==> src/rtl/xg_lane_loopback.sv <==
// xg_lane_loopback: per-lane bypass, near-end loopback and PRBS7 link test between core and SERDES
//   sys_clk, reset (sync, active-high) | mode 00 bypass, 01 loopback, 10 PRBS, 11 bypass
//   delay: extra loopback delay | tx_data_in/tx_data_out: core -> serializer
//   rx_data_in/rx_data_out: deserializer -> core | clr_err: clear all error counters
//   lane_locked: per-lane PRBS lock | err_cnt: per-lane errored-word counters
//   XG_ERR_INJECT_EN adds err_inject (flips bit 0 of lane 0 of the next PRBS word)
module xg_lane_loopback #(
  parameter int NUM_LANES = 4,
  parameter int LANE_W = 8,
  parameter int DELAY_DEPTH = 16,
  parameter int ERR_CNT_W = 16,
  parameter int LOCK_CNT = 16,
  parameter int LOSS_CNT = 4,
  localparam int DLY_W = $clog2(DELAY_DEPTH),
  localparam int W = NUM_LANES * LANE_W
) (
  input  logic                           sys_clk,
  input  logic                           reset,
  input  logic [1:0]                     mode,
  input  logic [DLY_W-1:0]               delay,
  input  logic [W-1:0]                   tx_data_in,
  output logic [W-1:0]                   tx_data_out,
  input  logic [W-1:0]                   rx_data_in,
  output logic [W-1:0]                   rx_data_out,
  input  logic                           clr_err,
`ifdef XG_ERR_INJECT_EN
  input  logic                           err_inject,
`endif
  output logic [NUM_LANES-1:0]           lane_locked,
  output logic [NUM_LANES*ERR_CNT_W-1:0] err_cnt
);
  localparam int CLEAN_W = $clog2(LOCK_CNT + 1);
  localparam int LOSS_W = $clog2(LOSS_CNT + 1);
  typedef enum logic {HUNT, LOCKED} state_t;

  logic [1:0] mode_q;
  logic mode_chg, lb, prbs;
  assign mode_chg = mode != mode_q;
  assign lb = mode == 2'b01;
  assign prbs = mode == 2'b10;

  // Delay line: entries older than the fill count (or any entry on a mode change) read as zero.
  logic [W-1:0] mem [DELAY_DEPTH];
  logic [DLY_W-1:0] wr_ptr;
  logic [DLY_W:0] fill;
  logic [W-1:0] dl_word;
  assign dl_word = ~|delay ? tx_data_in :
                   (!mode_chg && fill >= {1'b0, delay}) ? mem[wr_ptr - delay] : '0;

  // All lanes share seed and step count, so one generator feeds every lane.
  logic [6:0] gen_q, gen_s;
  logic [LANE_W-1:0] gen_word;
  logic [W-1:0] inj;
  always_comb begin
    gen_s = mode_chg ? 7'h7F : gen_q;
    gen_word = '0;
    for (int k = LANE_W - 1; k >= 0; k--) begin
      gen_word[k] = gen_s[6] ^ gen_s[5];
      gen_s = {gen_s[5:0], gen_s[6] ^ gen_s[5]};
    end
  end

`ifdef XG_ERR_INJECT_EN
  assign inj = W'(err_inject);
`else
  assign inj = '0;
`endif

  // Self-synchronising checker: each bit is predicted from the previously received bits.
  logic [6:0] hist_q [NUM_LANES], hist_d [NUM_LANES];
  logic [NUM_LANES-1:0] word_err;
  always_comb begin
    for (int l = 0; l < NUM_LANES; l++) begin
      hist_d[l] = hist_q[l];
      word_err[l] = 1'b0;
      for (int k = LANE_W - 1; k >= 0; k--) begin
        word_err[l] = word_err[l] | (rx_data_in[l*LANE_W + k] != (hist_d[l][6] ^ hist_d[l][5]));
        hist_d[l] = {hist_d[l][5:0], rx_data_in[l*LANE_W + k]};
      end
    end
  end

  state_t state_q [NUM_LANES], state_d [NUM_LANES];
  logic [CLEAN_W-1:0] clean_q [NUM_LANES], clean_d [NUM_LANES];
  logic [LOSS_W-1:0] loss_q [NUM_LANES], loss_d [NUM_LANES];
  logic [ERR_CNT_W-1:0] err_q [NUM_LANES], err_d [NUM_LANES];
  always_comb begin
    for (int l = 0; l < NUM_LANES; l++) begin
      state_d[l] = state_q[l];
      clean_d[l] = clean_q[l];
      loss_d[l] = loss_q[l];
      err_d[l] = err_q[l];
      if (!prbs || mode_chg) begin
        state_d[l] = HUNT;
        clean_d[l] = '0;
        loss_d[l] = '0;
      end else if (state_q[l] == HUNT) begin
        clean_d[l] = word_err[l] ? '0 : clean_q[l] + 1'b1;
        if (!word_err[l] && clean_q[l] == CLEAN_W'(LOCK_CNT - 1)) begin
          state_d[l] = LOCKED;
          clean_d[l] = '0;
        end
      end else if (word_err[l]) begin
        err_d[l] = &err_q[l] ? err_q[l] : err_q[l] + 1'b1;
        loss_d[l] = loss_q[l] + 1'b1;
        if (loss_q[l] == LOSS_W'(LOSS_CNT - 1)) begin
          state_d[l] = HUNT;
          loss_d[l] = '0;
        end
      end else begin
        loss_d[l] = '0;
      end
      if (clr_err) err_d[l] = '0;
    end
  end

  always_comb begin
    lane_locked = '0;
    err_cnt = '0;
    for (int l = 0; l < NUM_LANES; l++) begin
      lane_locked[l] = state_q[l] == LOCKED;
      err_cnt[l*ERR_CNT_W +: ERR_CNT_W] = err_q[l];
    end
  end

  always_ff @(posedge sys_clk) mem[wr_ptr] <= tx_data_in;

  always_ff @(posedge sys_clk) begin
    if (reset) begin
      mode_q <= '0;
      wr_ptr <= '0;
      fill <= '0;
      gen_q <= 7'h7F;
      tx_data_out <= '0;
      rx_data_out <= '0;
      for (int l = 0; l < NUM_LANES; l++) begin
        state_q[l] <= HUNT;
        clean_q[l] <= '0;
        loss_q[l] <= '0;
        err_q[l] <= '0;
        hist_q[l] <= '0;
      end
    end else begin
      mode_q <= mode;
      wr_ptr <= wr_ptr + 1'b1;
      fill <= mode_chg ? '0 : fill == (DLY_W+1)'(DELAY_DEPTH) ? fill : fill + 1'b1;
      gen_q <= gen_s;
      tx_data_out <= prbs ? {NUM_LANES{gen_word}} ^ inj : tx_data_in;
      rx_data_out <= lb ? dl_word : rx_data_in;
      for (int l = 0; l < NUM_LANES; l++) begin
        state_q[l] <= state_d[l];
        clean_q[l] <= clean_d[l];
        loss_q[l] <= loss_d[l];
        err_q[l] <= err_d[l];
        hist_q[l] <= hist_d[l];
      end
    end
  end
endmodule

==> config.mk <==
export PLATFORM = sky130hd
export DESIGN_NAME = xg_lane_loopback
export DESIGN_NICKNAME = d
export VERILOG_FILES = /design/src/rtl/xg_lane_loopback.sv
export SDC_FILE = /design/constraint.sdc
export NUM_CORES = 1
export LEC_CHECK = 0
export BUFFER_PORTS_ARGS = -buffer_cell sky130_fd_sc_hd__buf_2
export CORE_ASPECT_RATIO = 0.75
export CORE_MARGIN = 5
export CORE_UTILIZATION = 35
export DETAILED_ROUTE_END_ITERATION = 8
export GPL_TIMING_DRIVEN = 0
export PLACE_DENSITY_LB_ADDON = 0.1
export SLEW_MARGIN = 40
export SYNTH_ARGS = -nofsm -noshare
export SYNTH_HDL_FRONTEND = slang
export SYNTH_SLANG_ARGS = --single-unit
==> constraint.sdc <==
create_clock -name sys_clk -period 10.7 [get_ports sys_clk]
set_input_delay 1.07 -clock sys_clk [delete_from_list [all_inputs] [get_ports sys_clk]]
set_output_delay 1.07 -clock sys_clk [all_outputs]
set_load 0.01 [all_outputs]
* After elaboration in Yosys (flattened, before gate mapping) *
Memories as Yosys holds them, arrays and structs flattened.
Cells that the tools add are included.

storage, ports and cells
  register bits = 82
  bits in writable memories = 640
  input port bits = 73
  memories kept = 6

operators by class
  add/subtract/negate cells = 15
  $lt $le $gt $ge = 1
  eq/ne operators = 44
  multiplexer cells = 100
  bitwise logic cells = 88
  reductions and logical operators = 18

memories
  memory   words  bits a word  rd ports  clocked after memory_dff  wr ports  RTL line  source
  mem      16     32           1         0                         1         43        logic [W-1:0] mem [DELAY_DEPTH];
  err_q    4      16           4         0                         4         86        logic [ERR_CNT_W-1:0] err_q [NUM_LANES], err_d [NUM_LANES];
  hist_q   4      7            4         0                         4         70        logic [6:0] hist_q [NUM_LANES], hist_d [NUM_LANES];
  clean_q  4      5            4         0                         4         84        logic [CLEAN_W-1:0] clean_q [NUM_LANES], clean_d [NUM_LANES];
  loss_q   4      3            4         0                         4         85        logic [LOSS_W-1:0] loss_q [NUM_LANES], loss_d [NUM_LANES];
  state_q  4      1            4         0                         4         83        state_t state_q [NUM_LANES], state_d [NUM_LANES];

operator list
  operator                 number
  $mux W16                 24
  $mux W32                 4
  $mux W5                  20
  $add A16 B1 Y16 const B  4
  $reduce_and A16 Y1       4
  $mux W3                  20
  $or A1 B1 Y1             48
  $xor A1 B1 Y1            40
  $mux W7                  5
  $ne A1 B1 Y1             32
  $mux W1                  27
  $add A5 B1 Y5 const B    5
  $eq A5 B4 Y1 const B     4
  $add A3 B1 Y3 const B    4
  $eq A3 B2 Y1 const B     4
  $logic_not A1 Y1         6
  $eq A5 B5 Y1 const B     1
  $ge A5 B4 Y1             1
  $logic_and A1 B1 Y1      5
  $add A4 B1 Y4 const B    1
  $reduce_or A4 Y1         1
  $sub A4 B4 Y4            1
  $eq A2 B1 Y1 const B     1
  $eq A2 B2 Y1 const B     1
  other kinds (3)          3

* Depth between registers and ports, before layout *
An unclocked memory read counts as a cell.

  depth after elaboration = 16
  gate-level depth with buffers = 10
  mapped depth without buffers = 8

* Worst setup path before layout *
No wires, ideal clock.

  kind = flip-flop to flip-flop
  from = register wr_ptr[1]
  to = memory mem[3][0] (netlist name), enable pin
  library setup time = 468 ps
  arrival = 3,079 ps
  required time = 10,232 ps
  slack = 7,153 ps
  stages on the path, launching flop included = 3
  path buffers = 0
  path through = dfxtp_1 -> ha_1 -> nor3b_1

RTL lines
  element                 RTL line  source
  from (decl)             44        logic [DLY_W-1:0] wr_ptr;
  from (signal assigned)  145       wr_ptr <= wr_ptr + 1'b1;
  to (decl)               43

No word-level cell before the write port.

* Final worst setup path *
  from = input delay[1]
  to = register rx_data_out[20]

on the way
  word-level cells in the longest chain between the ends = 5
  elaborated cells between the ends (all ways) = 8
  those cells by class = add/sub: 1; order compare: 1; mux: 3; reduce/logical: 2; memory: 1

ends and longest elaborated chain
  element                                                        RTL line  source
  from (decl)                                                    20        input logic [DLY_W-1:0] delay,
  $sub A4 B4 Y4 / $ge A5 B4 Y1 (equally long branches)           48        (!mode_chg && fill >= {1'b0, delay}) ? mem[wr_ptr - delay] : '0;
  $mem_v2 Z16 W32 / $logic_and A1 B1 Y1 (equally long branches)  -
  $mux W32                                                       48
  $mux W32 *                                                     47        assign dl_word = ~|delay ? tx_data_in :
  $mux W32 *                                                     149       rx_data_out <= lb ? dl_word : rx_data_in;
  to (signal assigned)                                           149
  to (decl)                                                      24        output logic [W-1:0] rx_data_out,

Every way passes the cells marked *; elsewhere a longest branch is shown, timed or not.
A chain may end at the register's enable or synchronous reset.

==> metrics.md <==
| Metric | Value |
|---|---|
| Status | `complete, no violations` |
| GP Congestion | `0.811` |
| Sink Count | `between 700 and 800` |
| Worst-Skew Late Latency | `0.63 ns` |
| Drt total wl | `87.6 mm` |
| DR vias/cell | `about 5.4` |
| Hold Crit Start | `loss_q[2][2]$_SDFFE_PP0P_` |
| Final Setup Violations | `0` |
| DIE AREA | `about 89000 sq um` |
| Synth Register Bits | `722` |
| Antenna Nets Post-Route | `0` |
| Clock period minus worst slack | `3.99 ns` |
| Post-CTS Setup Inserts | `0` |
| Hold Path Depth | `1` |
| Yosys warns | `0` |
| Comb power frac | `10.3%` |
| Layout area overhead | `19.1%` |
| Drt wl/cell | `25.8 um` |
| Starting DRT DRC Count | `1729` |
| Worst Path Arrival | `4.47 ns` |
| Relative slew margins | `42.7%` |
| Post-Synthesis Cell Area | `a little under 30000 sq um` |
| Grt met1 use | `between 20 and 30%` |
| Final Hold Vio Count | `0` |
| CP peak stage delay | `between 0.6 and 0.7 ns` |
| CP Launch Type | `primary input` |
| First-pass GRT wire length | `128 mm` |
| Synth Instances | `approximately 1900` |
| # DRC | `0` |
| Leakage | `12.0 nW` |
| Synth cell types | `73` |
| IO Count | `205` |
| Primary FF master, synth | `edfxtp_1` |
| Crit path max-delay cell type | `o21ai_1` |
| PortBufs | `203` |
| Via count | `18400` |
| Cts bufs inserted | `77` |
| Final Cycle Share | `37.3%` |
| GRT Total Usage | `19.5%` |
| Cell Pwr Density | `187 nW/um^2` |
| Cell Area, Placed | `between 30000 and 40000 sq um` |
| Core Region | `82300 sq um` |
| Setup TNS | `0 ns` |
| Reg2reg start | `wr_ptr[1]$_SDFF_PP0_` |
| DRT Pass-1 Iters | `5` |
| CTS resizes | `0` |
| Peak supply drop | `0.000102 V` |
| Nets@finish | `approximately 2300` |
| Met3 usage | `3.59%` |
| Reg-to-reg slack, setup | `between 6 and 7 ns` |
| CP Cell Sequence | `buf_2 -> inv_1 -> ha_1 -> nor2b_1 -> o21a_1 -> o21ai_1 -> nand2_1 -> clkbuf_1 -> mux2_2 -> a211o_1` |
| Design Power | `0.00646 W` |
| Layout cell share with drive strength beyond 1 | `26.2%` |
| Switch share | `24.1%` |
| R2R depth | `8` |
| Max Cap Viol | `0` |
| Highest net fanout along the worst path | `10` |
| H-tree Lvls | `3` |
| Most common cell after layout, fill and taps aside | `edfxtp_1` |
| Placed insts | `3253` |
| Post-synthesis average cell area | `15.2 sq um` |
| Initial antenna violation count | `9` |
| Via count of the first global-routing pass | `18400` |
| Crit path kind | `primary input to flop` |
| Crit path required time | `roughly 11 ns` |
| Post-synth net total | `2009` |
| Peak Freq | `0.250 GHz` |
| DP Wirelength | `59.8 mm` |
| Register area share after synthesis | `67.4%` |
| Most crowded layer after global routing | `met1` |
| Sequential power share | `between 40% and 50%` |
| Design Area, Final | `34600 sq um` |
| Die width | `343 um` |
| CTS tree | `yes` |
| Worst Max-Slew Pin Slew | `0.860 ns` |
| Grt total ovfl | `0` |
| Net switching power | `0.00156 W` |
| Share of synthesized registers carrying an async set or reset | `0%` |
| Largest net degree at the start of global routing | `24` |
| Clk buf depth | `3` |
| Highest-count cells in the layout ignoring fill and taps | `edfxtp_1 (512), buf_2 (226), dfxtp_1 (210)` |
| WHS Endpoint | `loss_q[2][2]$_SDFFE_PP0P_` |
| Number of synthesized flops with an enable pin | `512` |
| GR Util met2 | `29.2%` |
| Root buffer cell | `clkbuf_16` |
| Internal Power | `0.00491 W` |
| Reg2Reg Capture Point | `rx_data_out[20]$_SDFF_PP0_` |
| Max Slew Vio Count | `0` |
| Initial Utilization | `35.3%` |
| Core Rows | `just over 90` |
| Die span in y | `~260 um` |
| Hold_buf cts | `0` |
| Clock power frac | `between 40% and 50%` |
| Final std cells w/o fill | `3401` |
| RSZ-0062 raised after global routing | `no` |
| Worst-path clk slew | `~0.06 ns` |
| Worst min path class | `flop to flop` |
| Crit end category | `flop` |
| Setup Skew | `about 0.019 ns` |
power by group through the flow:
stage / logic, W / clock network [W] / registers [W]
after floorplan: 0.000384 / 0 / 0.00315
after global placement: 0.000652 / 0 / 0.00314
after detailed placement: 0.000671 / 0 / 0.00314
after CTS: 0.000674 / 0.00277 / 0.00308
after global routing: 0.000714 / 0.00289 / 0.00309
final: 0.000666 / 0.00272 / 0.00308
registers in the layout, summed over array words and instances, names as in the netlist:
name,cells
fill,5
clean_q,20
gen_q,7
rx_data_out,32
wr_ptr,4
hist_q,28
mode_q,2
state_q,4
tx_data_out,32
mem,512
loss_q,12
err_q,64
worst max-delay path: cells and delay by family:
kind	cells	cell delay (ns)
adders and majority gates	1	0.25
buffers and inverters	3	0.73
muxes	1	0.40
AOI/OAI and AO/OA	3	1.21
and+or+nand+nor	2	0.78
cell families after synthesis:
family / synth area share [%]
xor gates and xnor gates: 1.60
AOI/OAI and AO/OA: 7.81
muxes: 11.7
DFF: 67.4
and+or+nand+nor: 8.21
buffers and inverters: 1.96
adders and majority gates: 1.32
worst max-delay path by stage:
stage                         start                          to  slack [ns]  cells after the start
2_1_floorplan  wr_ptr[1]$_SDFF_PP0_         mem[3][0]$_DFFE_PP_        7.15                      2
3_3_place_gp   wr_ptr[1]$_SDFF_PP0_        mem[3][31]$_DFFE_PP_        3.01                      2
3_5_place_dp               delay[0]  rx_data_out[12]$_SDFF_PP0_        6.16                      9
4_1_cts                    delay[1]  rx_data_out[20]$_SDFF_PP0_        6.84                     10
5_1_grt                    delay[1]  rx_data_out[20]$_SDFF_PP0_        6.65                     10
6_report                   delay[1]  rx_data_out[20]$_SDFF_PP0_        6.71                     10
cell type report:
cell class              instances  area [sq um]
diodes                          6          15.0
plain buffers                 109           493
clock buffers                 102          2240
clock inverters                40           335
fillers                      7500         47700
inverters                      25          93.8
multi-input cells            1050          8980
flip-flops and latches        722         19600
well taps                    1116          1400
repair buffers                231          1460
layer usage:
layer / wire length [um] / part of all wire (%)
met4: 1810 / 2.1
met3: 6040 / 6.9
met2: 38700 / 44
met5: 0 / 0
met1: 41100 / 47
Yosys cell counts, types with 5 or more instances:
library cell	count	area, sq um
a211o_1	36	315
a21o_1	9	67.6
a21oi_1	145	726
a22o_1	32	280
and2_1	15	93.8
and3_1	22	138
and4_1	7	61.3
buf_1	6	22.5
buf_2	16	80.1
buf_4	6	45.0
clkbuf_1	78	293
dfxtp_1	210	4200
edfxtp_1	512	15400
ha_1	29	363
inv_1	25	93.8
mux2_2	34	383
mux2i_1	13	130
mux4_2	128	2880
nand2_1	108	405
nand2b_1	16	100
nand3_1	74	370
nand4_1	15	93.8
nor2_1	37	139
nor2b_1	36	225
nor3_1	9	45.0
o211ai_1	6	45.0
o21ai_0	69	345
o31ai_1	16	120
or2_2	5	31.3
or3_1	42	263
or4_1	23	173
xnor2_1	20	175
xor2_1	33	289
stage by stage:
step                      worst slack [ns]  util (%)  hold WS [ns]
after floorplan                       7.15         -         0.430
after global placement                3.01      38.2         0.437
after detailed placement              6.16      38.9         0.445
after CTS                             6.84      42.0         0.453
after global routing                  6.65      42.0         0.464
final                                 6.71      42.0         0.452
(Power assumes the default switching activity.)
